--- src/rtl/text_term_ctrl.sv ---
// text_term_ctrl
// Terminal-style owner of the single-port character memory behind the VGA
// text pipeline. Takes an ASCII byte stream, tracks the cursor and the
// hardware scroll offset, writes characters into the buffer, and shares the
// one memory port between display reads (always win) and terminal writes.
//
// Optional feature: define TERM_CLEAR_ON_RESET_EN to blank the whole buffer
// with spaces after every reset before the first byte is accepted.
//
// Ports:
//   clk, reset              clock, synchronous active-high reset
//   in_valid/in_char/in_ready   byte stream handshake
//   disp_req/disp_row/disp_col  display read request (logical row, column)
//   disp_char               character for the request of the previous cycle
//   mem_addr/mem_we/mem_wdata/mem_rdata  single-port memory, 1-cycle read
//   cur_row/cur_col         cursor position (logical row)
//   top_row                 physical row shown as logical row 0
module text_term_ctrl #(
  parameter int h_disp = 1280,
  parameter int v_disp = 1024,
  localparam int COLS   = h_disp / 8,
  localparam int ROWS   = v_disp / 8,
  localparam int col_w  = $clog2(COLS),
  localparam int row_w  = $clog2(ROWS),
  localparam int addr_w = $clog2(COLS * ROWS)
) (
  input  logic              clk,
  input  logic              reset,
  input  logic              in_valid,
  input  logic [7:0]        in_char,
  output logic              in_ready,
  input  logic              disp_req,
  input  logic [row_w-1:0]  disp_row,
  input  logic [col_w-1:0]  disp_col,
  output logic [7:0]        disp_char,
  output logic [addr_w-1:0] mem_addr,
  output logic              mem_we,
  output logic [7:0]        mem_wdata,
  input  logic [7:0]        mem_rdata,
  output logic [row_w-1:0]  cur_row,
  output logic [col_w-1:0]  cur_col,
  output logic [row_w-1:0]  top_row
);

  typedef enum logic [1:0] {
    IDLE  = 2'd0,
    PUT   = 2'd1,
    CLEAR = 2'd2
`ifdef TERM_CLEAR_ON_RESET_EN
    , CLR_ALL = 2'd3
`endif
  } state_t;

`ifdef TERM_CLEAR_ON_RESET_EN
  localparam state_t RESET_STATE = CLR_ALL;
  localparam logic [addr_w-1:0] CELL_LAST = addr_w'(COLS * ROWS - 1);
`else
  localparam state_t RESET_STATE = IDLE;
`endif

  localparam logic [col_w-1:0] COL_LAST = col_w'(COLS - 1);
  localparam logic [row_w-1:0] ROW_LAST = row_w'(ROWS - 1);

  state_t             state_reg;
  logic [7:0]         char_reg;
  logic [row_w-1:0]   cur_row_reg;
  logic [col_w-1:0]   cur_col_reg;
  logic [row_w-1:0]   top_row_reg;
  logic [col_w-1:0]   clr_col_reg;
`ifdef TERM_CLEAR_ON_RESET_EN
  logic [addr_w-1:0]  clr_addr_reg;
`endif

  // Logical (row, col) -> physical address through the scroll offset.
  function automatic logic [addr_w-1:0] xlate(
    input logic [row_w-1:0] top,
    input logic [row_w-1:0] row,
    input logic [col_w-1:0] col
  );
    logic [row_w:0]   sum;
    logic [row_w-1:0] prow;
    sum = {1'b0, top} + {1'b0, row};
    if (sum >= (row_w+1)'(ROWS))
      sum = sum - (row_w+1)'(ROWS);
    prow = sum[row_w-1:0];
    return addr_w'(prow) * addr_w'(COLS) + addr_w'(col);
  endfunction

  // Byte classification of the latched character
  logic is_print, is_lf, is_cr, is_bs, col_nonzero;
  assign is_print    = (char_reg >= 8'h20) && (char_reg <= 8'h7E);
  assign is_lf       = (char_reg == 8'h0A);
  assign is_cr       = (char_reg == 8'h0D);
  assign is_bs       = (char_reg == 8'h08);
  assign col_nonzero = (cur_col_reg != '0);

  logic [col_w-1:0] bs_col;
  assign bs_col = cur_col_reg - col_w'(1);

  // PUT only has to wait for the port when it actually writes something
  logic put_write;
  assign put_write = (state_reg == PUT) && (is_print || (is_bs && col_nonzero));

  // Row advance: line feed, or a printable landing in the last column
  logic newline;
  assign newline = is_lf || (is_print && (cur_col_reg == COL_LAST));

  logic [col_w-1:0] col_next;
  always_comb begin
    col_next = cur_col_reg;
    if (is_print)
      col_next = (cur_col_reg == COL_LAST) ? '0 : cur_col_reg + col_w'(1);
    else if (is_lf || is_cr)
      col_next = '0;
    else if (is_bs && col_nonzero)
      col_next = bs_col;
  end

  logic [row_w-1:0] top_next;
  assign top_next = (top_row_reg == ROW_LAST) ? '0 : top_row_reg + row_w'(1);

  // Writer-side request
  logic              wr_req;
  logic [addr_w-1:0] wr_addr;
  logic [7:0]        wr_data;
  always_comb begin
    wr_req  = 1'b0;
    wr_addr = '0;
    wr_data = 8'h20;
    case (state_reg)
      PUT: begin
        if (is_print) begin
          wr_req  = 1'b1;
          wr_addr = xlate(top_row_reg, cur_row_reg, cur_col_reg);
          wr_data = char_reg;
        end else if (is_bs && col_nonzero) begin
          wr_req  = 1'b1;
          wr_addr = xlate(top_row_reg, cur_row_reg, bs_col);
        end
      end
      CLEAR: begin
        // top_row already advanced, so logical ROW_LAST is the recycled row
        wr_req  = 1'b1;
        wr_addr = xlate(top_row_reg, ROW_LAST, clr_col_reg);
      end
`ifdef TERM_CLEAR_ON_RESET_EN
      CLR_ALL: begin
        wr_req  = 1'b1;
        wr_addr = clr_addr_reg;
      end
`endif
      default: begin
        wr_req = 1'b0;
      end
    endcase
  end

  // Port arbitration: display reads always win; reset blocks writes outright
  logic [addr_w-1:0] disp_addr;
  assign disp_addr = xlate(top_row_reg, disp_row, disp_col);

  assign mem_we    = wr_req && !disp_req && !reset;
  assign mem_addr  = disp_req ? disp_addr : wr_addr;
  assign mem_wdata = wr_data;
  assign disp_char = mem_rdata;

  assign in_ready = (state_reg == IDLE);
  assign cur_row  = cur_row_reg;
  assign cur_col  = cur_col_reg;
  assign top_row  = top_row_reg;

  always_ff @(posedge clk) begin
    if (reset) begin
      state_reg   <= RESET_STATE;
      char_reg    <= '0;
      cur_row_reg <= '0;
      cur_col_reg <= '0;
      top_row_reg <= '0;
      clr_col_reg <= '0;
`ifdef TERM_CLEAR_ON_RESET_EN
      clr_addr_reg <= '0;
`endif
    end else begin
      case (state_reg)
        IDLE: begin
          if (in_valid) begin
            char_reg  <= in_char;
            state_reg <= PUT;
          end
        end
        PUT: begin
          // Hold the byte while a display read owns the port
          if (!(put_write && disp_req)) begin
            cur_col_reg <= col_next;
            state_reg   <= IDLE;
            if (newline) begin
              if (cur_row_reg == ROW_LAST) begin
                top_row_reg <= top_next;
                clr_col_reg <= '0;
                state_reg   <= CLEAR;
              end else begin
                cur_row_reg <= cur_row_reg + row_w'(1);
              end
            end
          end
        end
        CLEAR: begin
          if (!disp_req) begin
            if (clr_col_reg == COL_LAST)
              state_reg <= IDLE;
            else
              clr_col_reg <= clr_col_reg + col_w'(1);
          end
        end
`ifdef TERM_CLEAR_ON_RESET_EN
        CLR_ALL: begin
          if (!disp_req) begin
            if (clr_addr_reg == CELL_LAST)
              state_reg <= IDLE;
            else
              clr_addr_reg <= clr_addr_reg + addr_w'(1);
          end
        end
`endif
        default: state_reg <= IDLE;
      endcase
    end
  end

endmodule

--- config.mk ---
export PLATFORM = sky130hd
export DESIGN_NAME = text_term_ctrl
export DESIGN_NICKNAME = d
export VERILOG_FILES = /design/src/rtl/text_term_ctrl.sv
export SDC_FILE = /design/constraint.sdc
export NUM_CORES = 1
export LEC_CHECK = 0
export BUFFER_PORTS_ARGS = -buffer_cell sky130_fd_sc_hd__clkbuf_2
export CAP_MARGIN = 20
export CORE_MARGIN = 5
export CORE_UTILIZATION = 45
export DETAILED_ROUTE_END_ITERATION = 6
export PLACE_DENSITY_LB_ADDON = 0.05
export SLEW_MARGIN = 20
export SYNTH_ARGS = -nofsm -noshare
export SYNTH_HDL_FRONTEND = slang
export SYNTH_SLANG_ARGS = --single-unit
--- constraint.sdc ---
create_clock -name clk -period 4.7 [get_ports clk]
set_input_delay 0.94 -clock clk [delete_from_list [all_inputs] [get_ports clk]]
set_output_delay 0.94 -clock clk [all_outputs]
set_load 0.02 [all_outputs]
==> flow_metrics.py, run 1 <==
metrics = {
    "final_layout": {
        "final_core_util_pct": 56.9,
        "final_cells": 830,
        "num_antenna_cells": 0,
        "syn_to_final_growth_pct": 23.0,
        "drive_above_1_share_pct": 25.8,
        "multi_input_area_um2": 4020,
        "stdcell_area_um2": 5880,
        "nNetsFinal": 800,
        "seqCellArea_um2": 803,
        "fill_cells": 996,
    },
    "min_path": {
        "min_path_cells": 2,
        "min_path_type": "flip-flop to flip-flop",
    },
    "logic_synthesis": {
        "async_flop_share_pct": 0,
        "ys_top_cells_by_area": "dfxtp_1, ha_1, xnor2_1, a21oi_1, nand2_1",
        "synth-seq-area-share_pct": 16.8,
        "synth-main-ff-cell": "dfxtp_1",
        "synth_cells": 616,
        "netlist_area_um2": 4780,
        "synth_top_cell_by_area": "dfxtp_1",
        "ys_types": 60,
        "synth-seq-cells": 40,
        "synth-edff-count": 0,
        "synth_common_cells": "ha_1, nand2_1, a21oi_1, nor2_1, xnor2_1",
        "yosysMostFrequentCell": "ha_1",
        "synth_top_area_share_pct": 16.8,
        "synth_area_per_cell_um2": 7.76,
        "ys.warnings.count": 0,
        "synthesis.nets": 722,
    },
    "die": {
        "core_um2": 10300,
        "die_w_um": 113,
        "io_pins": 90,
        "start_util_pct": 46.3,
        "die_height_um": 113,
        "die-area_um2": 12800,
        "rows": 37,
    },
    "placement": {
        "place_congestion": 0.841,
        "dp.cells": 815,
        "hpwl_um": 10300,
        "port_buffers": 72,
        "post_dp_cell_area_um2": 5410,
        "place_ws_ns": -0.398,
    },
    "run": {
        "cap_violations": 0,
    },
    "clock_network": {
        "clock_latency_ns": 0.30,
        "cts_hold_buffers": 0,
        "cts_tree": "done",
        "h-tree-depth": 2,
        "cts_root_buf": "clkbuf_8",
        "cts_buffers": 5,
        "path_clk_slew_ns": 0.08,
        "clkSinkCount": 40,
        "cts.path.max_buffers": 2,
    },
    "worst_setup_path": {
        "r2r_setup_slack_ns": 1.91,
        "cp.arrival_ns": 3.96,
        "criticalPathCategory": "input pin to output pin",
        "crit_required_ns": 3.76,
        "cp_max_fo": 4,
        "cp-end-kind": "output pin",
        "reg2reg_depth": 7,
        "startpoint_type": "input pin",
    },
    "power": {
        "p_leak_nw": 2.59,
        "power_density_nw_per_um2": 163,
        "ir_drop_uv": 109,
        "power_mw": 0.960,
    },
    "timing": {
        "final-setup-viol-count": 4,
        "finalHoldViolCount": 0,
        "rsz0062_at_grt": "yes",
        "fin_crit_sh_pct": 104,
        "clock_skew_ns": 0.0135,
        "setup_ws_ns": -0.201,
        "fmax_mhz": 204,
        "holdWs_ns": 0.509,
        "setup-tns-final_ns": -0.561,
        "finalCriticalPeriod_ns": 4.90,
        "drv_slew": 0,
        "tightestPinTransition_ns": 0.966,
        "relSlewSlack_pct": 35.6,
    },
    "routing": {
        "totalWireLength_um": 13100,
        "wire_per_inst_um": 15.8,
        "first_pass_iters": 4,
        "viasPerCell": 5.54,
        "vias": 4602,
        "drt_iter0_drc": 286,
        "drc": 0,
        "ant_nets": 0,
    },
    "grt": {
        "grt_pass1_wl_um": 22100,
        "grt_max_degree": 39,
        "grt_overflow": 0,
        "gr-usage-all-layers_pct": 20.7,
        "antenna_found_initial": 0,
        "first_global_vias": 4541,
    },
    "status": {
        "status": "complete, but fails checks",
        "failed_checks": "setup timing",
    },
}
-- routing by layer --
layer / global-route usage, % / vias to the layer above / wire length, µm
met5: 0 / - / 0
met4: 3.85 / 0 / 172
met3: 3.21 / 21 / 527
met2: 33.9 / 98 / 6020
met1: 29.1 / 2148 / 6390
li1: - / 2335 / -
-- logic make-up (layout without fill, tap and decap cells) --
logic type | Yosys count | after routing | share of synthesized area [%]
other | 1 | 1 | 0.0785
XOR/XNOR | 65 | 65 | 11.9
AO/OA/AOI/OAI | 149 | 149 | 20.6
adder cells (fa/ha/maj) | 71 | 71 | 20.0
buffers and inverters | 69 | 147 | 6.36
multiplexers | 7 | 7 | 1.47
flip-flops | 40 | 40 | 16.8
AND/OR/NAND/NOR | 214 | 214 | 22.8
-- where the power goes --
group / internal (mW) / switching, mW
sequential: 0.346 / 0.0137
clock: 0.101 / 0.127
combinational: 0.167 / 0.205
-- worst max-delay path, cell delays in order --
cell and delay, ns:
buf_6 0.10, buf_6 0.11, fa_2 0.41, a21o_1 0.18, a21oi_2 0.16, xnor2_2 0.13
ha_1 0.27, ha_1 0.31, a21o_1 0.21, a21oi_4 0.20, xnor2_2 0.19, nand4_1 0.17
o22a_1 0.24, o221ai_4 0.20, buf_8 0.14
-- layout by cell type (no fill, tap or decap), drive strengths merged, types with 2 or more instances in the layout --
cell    count
and3        9
inv        36
a211oi      9
a31oi       6
nor2b      11
o31ai       2
a32oi       3
nor3       14
o21ai      30
nor2       42
a21oi      42
o22ai       7
nand2b      7
and2        7
nand3      30
clkbuf     72
a22oi      13
xnor2      42
o21bai      8
ha         62
dfxtp      40
nand4       9
o21a        2
mux2i       7
fa          9
xor2       23
nand2      56
a221oi      3
o221ai      3
a21o       12
or2         5
and4        3
or3        11
buf        37
nor3b       4
-- final cells by class --
| cell class | count | area share, % |
|---|---|---|
| Timing Repair Buffer | 104 | 11.3 |
| Sequential cell | 40 | 13.7 |
| Tap cell | 136 | 2.90 |
| Inverter | 36 | 2.34 |
| Clock buffer | 5 | 1.17 |
| Multi-Input combinational cell | 507 | 68.4 |
| Clock inverter | 2 | 0.213 |
-- path summary, 6_finish.rpt --
kind / startpoint / endpoint
setup reg to reg: char_reg[5]$_SDFFE_PP0P_ / cur_col[3]$_SDFFE_PP0P_
hold reg to reg: char_reg[7]$_SDFFE_PP0P_ / char_reg[7]$_SDFFE_PP0P_
setup / recovery: disp_row[1] / mem_addr[14]
hold / removal: char_reg[7]$_SDFFE_PP0P_ / char_reg[7]$_SDFFE_PP0P_
-- repair_timing --
item / 4_1_cts / 5_1_grt
resized for setup: 36 / 31
setup buffers: 8 / 1
setup endpoints to repair: 5 / 6
pin swaps: 27 / 15
(Power assumes the default switching activity.)
==> run 2, diff against run 1 <==
--- a/config.mk
+++ b/config.mk
@@ -5,12 +5,13 @@
 export SDC_FILE = /design/constraint.sdc
 export NUM_CORES = 1
 export LEC_CHECK = 0
-export BUFFER_PORTS_ARGS = -buffer_cell sky130_fd_sc_hd__clkbuf_2
+export BUFFER_PORTS_ARGS = -buffer_cell sky130_fd_sc_hd__buf_2
 export CAP_MARGIN = 20
 export CORE_MARGIN = 5
 export CORE_UTILIZATION = 45
 export DETAILED_ROUTE_END_ITERATION = 6
 export PLACE_DENSITY_LB_ADDON = 0.05
+export SKIP_LAST_GASP = 1
 export SLEW_MARGIN = 20
 export SYNTH_ARGS = -nofsm -noshare
 export SYNTH_HDL_FRONTEND = slang
==> run 2 against run 1 <==
Effect of this change:
- the run still ends with setup timing left
- routed wire length shrank 1.1%
- cell count shrank 0.12%
- largest power group is now registers
- critical path type unchanged
- register-to-register slack gained 0.03 ns
- total power grew 8.1%
- die area is the same
- final area shrank 1.5%
- highest routed layer unchanged
- non-clock buffer count shrank 1
- largest cell class unchanged
- sequential cell count is the same
- fmax grew 1.1%
- critical path depth grew 3
- core utilization shrank 0.84 points
==> flow_metrics.py, run 2 (synthesis gave the netlist of run 1 again) <==
metrics = {
    "grt": {
        "gr-usage-all-layers_pct": 20.2,
        "first_global_vias": 4447,
        "grt_pass1_wl_um": 21500,
        "antenna_found_initial": 0,
        "grt_overflow": 0,
        "grt_max_degree": 39,
    },
    "die": {
        "start_util_pct": 46.3,
        "die-area_um2": 12800,
        "io_pins": 90,
        "die_height_um": 113,
        "rows": 37,
        "core_um2": 10300,
        "die_w_um": 113,
    },
    "timing": {
        "holdWs_ns": 0.509,
        "final-setup-viol-count": 4,
        "fin_crit_sh_pct": 103,
        "finalHoldViolCount": 0,
        "clock_skew_ns": 0.00777,
        "relSlewSlack_pct": 37.0,
        "tightestPinTransition_ns": 0.944,
        "setup_ws_ns": -0.150,
        "rsz0062_at_grt": "yes",
        "drv_slew": 0,
        "fmax_mhz": 206,
        "finalCriticalPeriod_ns": 4.85,
    },
    "final_layout": {
        "nNetsFinal": 799,
        "layout_commonest_cell": "buf_2",
        "drive_above_1_share_pct": 24.2,
        "stdcell_area_um2": 5790,
        "multi_input_area_um2": 3930,
        "final_cell_mix": "buf_2, ha_1, nand2_1, nor2_1, dfxtp_1",
        "seqCellArea_um2": 803,
        "num_antenna_cells": 0,
        "fill_cells": 986,
        "syn_to_final_growth_pct": 21.2,
    },
    "worst_setup_path": {
        "crit_required_ns": 3.76,
        "startpoint_type": "input pin",
        "cp_max_fo": 3,
        "cp-end-kind": "output pin",
        "criticalPathCategory": "input pin to output pin",
        "cp.arrival_ns": 3.91,
    },
    "power": {
        "power_mw": 1.04,
        "ir_drop_uv": 165,
        "power_density_nw_per_um2": 179,
        "p_leak_nw": 2.60,
    },
    "placement": {
        "place_congestion": 0.844,
        "post_dp_cell_area_um2": 5410,
        "hpwl_um": 10200,
        "port_buffers": 72,
    },
    "routing": {
        "first_pass_iters": 4,
        "drt_iter0_drc": 246,
        "wire_per_inst_um": 15.6,
        "drc": 0,
        "viasPerCell": 5.54,
        "totalWireLength_um": 13000,
        "vias": 4594,
        "ant_nets": 0,
    },
    "status": {
        "failed_checks": "setup timing",
        "status": "complete, but fails checks",
    },
    "clock_network": {
        "h-tree-depth": 2,
        "cts.path.max_buffers": 2,
        "cts_hold_buffers": 0,
        "clock_latency_ns": 0.29,
        "path_clk_slew_ns": 0.08,
        "cts_root_buf": "clkbuf_8",
        "cts_buffers": 5,
        "clkSinkCount": 40,
        "cts_tree": "done",
    },
    "run": {
        "cap_violations": 0,
    },
    "min_path": {
        "min_path_type": "flip-flop to flip-flop",
    },
}
-- run 2: cell types whose count changed in the layout (fill, tap and decap cells not counted), sizes merged --
cell | before | now
clkbuf | 72 | 5
buf | 37 | 103
bufinv | 0 | 2
clkinv | 1 | 0
clkinvlp | 1 | 0
-- run 2: worst max-delay path, cell delays in order --
cell	delay, ns
buf_6	0.10
ha_4	0.15
fa_2	0.36
a211oi_2	0.20
o21bai_1	0.11
a21oi_2	0.17
xnor2_2	0.16
inv_1	0.11
ha_4	0.23
ha_4	0.27
inv_2	0.04
buf_4	0.12
o21bai_2	0.15
a21oi_2	0.09
xnor2_2	0.15
o22a_1	0.23
o221ai_4	0.18
buf_6	0.14
-- run 2: worst paths after layout --
| kind | startpoint | end | slack [ns] | depth (start not counted) |
|---|---|---|---|---|
| max | disp_row[0] | mem_addr[14] | -0.15 | 18 |
| min reg2reg | char_reg[7]$_SDFFE_PP0P_ | char_reg[7]$_SDFFE_PP0P_ | 0.51 | 2 |
| min | char_reg[7]$_SDFFE_PP0P_ | char_reg[7]$_SDFFE_PP0P_ | 0.51 | 2 |
| max reg2reg | char_reg[5]$_SDFFE_PP0P_ | cur_col[3]$_SDFFE_PP0P_ | 1.94 | 7 |
-- run 2: where the power goes --
| part | internal [mW] | total [mW] | switching (mW) | leakage, nW |
|---|---|---|---|---|
| sequential | 0.346 | 0.359 | 0.0134 | 0.325 |
| clock | 0.209 | 0.335 | 0.125 | 0.0642 |
| combinational | 0.153 | 0.343 | 0.190 | 2.21 |
| total | 0.708 | 1.04 | 0.329 | 2.60 |
-- run 2: area by class of cell --
class	count	area share, %
Sequential cell	40	13.9
Timing Repair Buffer	103	10.8
Clock buffer	5	1.19
Inverter	36	2.33
Tap cell	136	2.94
Clock inverter	2	1.04
Multi-Input combinational cell	507	67.8
-- run 2: routing by layer --
metal	routed length, µm	track usage (%)	up-vias
li1	-	-	2333
met1	6160	28.2	2132
met2	5930	32.7	104
met3	691	3.48	25
met4	183	4.17	0
met5	0	0	-
-- run 2: through the flow --
step | utilization (%) | setup slack, ns | setup TNS [ns] | cells
final | 56.1 | -0.150 | -0.418 | 829
after global placement | 52.4 | -0.291 | -0.737 | 815
after CTS | 55.1 | -0.226 | -0.562 | 828
after global routing | 56.1 | -0.323 | -1.21 | 829
after detailed placement | 52.4 | -0.395 | -1.21 | 815
after floorplan | - | 0.00257 | 0 | 616
-- run 2: what timing repair did --
item                                    in CTS  in global routing
endpoints found under the setup margin       5                  7
setup buffers                                7                  1
resized for setup                           27                 18
pin swaps                                   19                  9
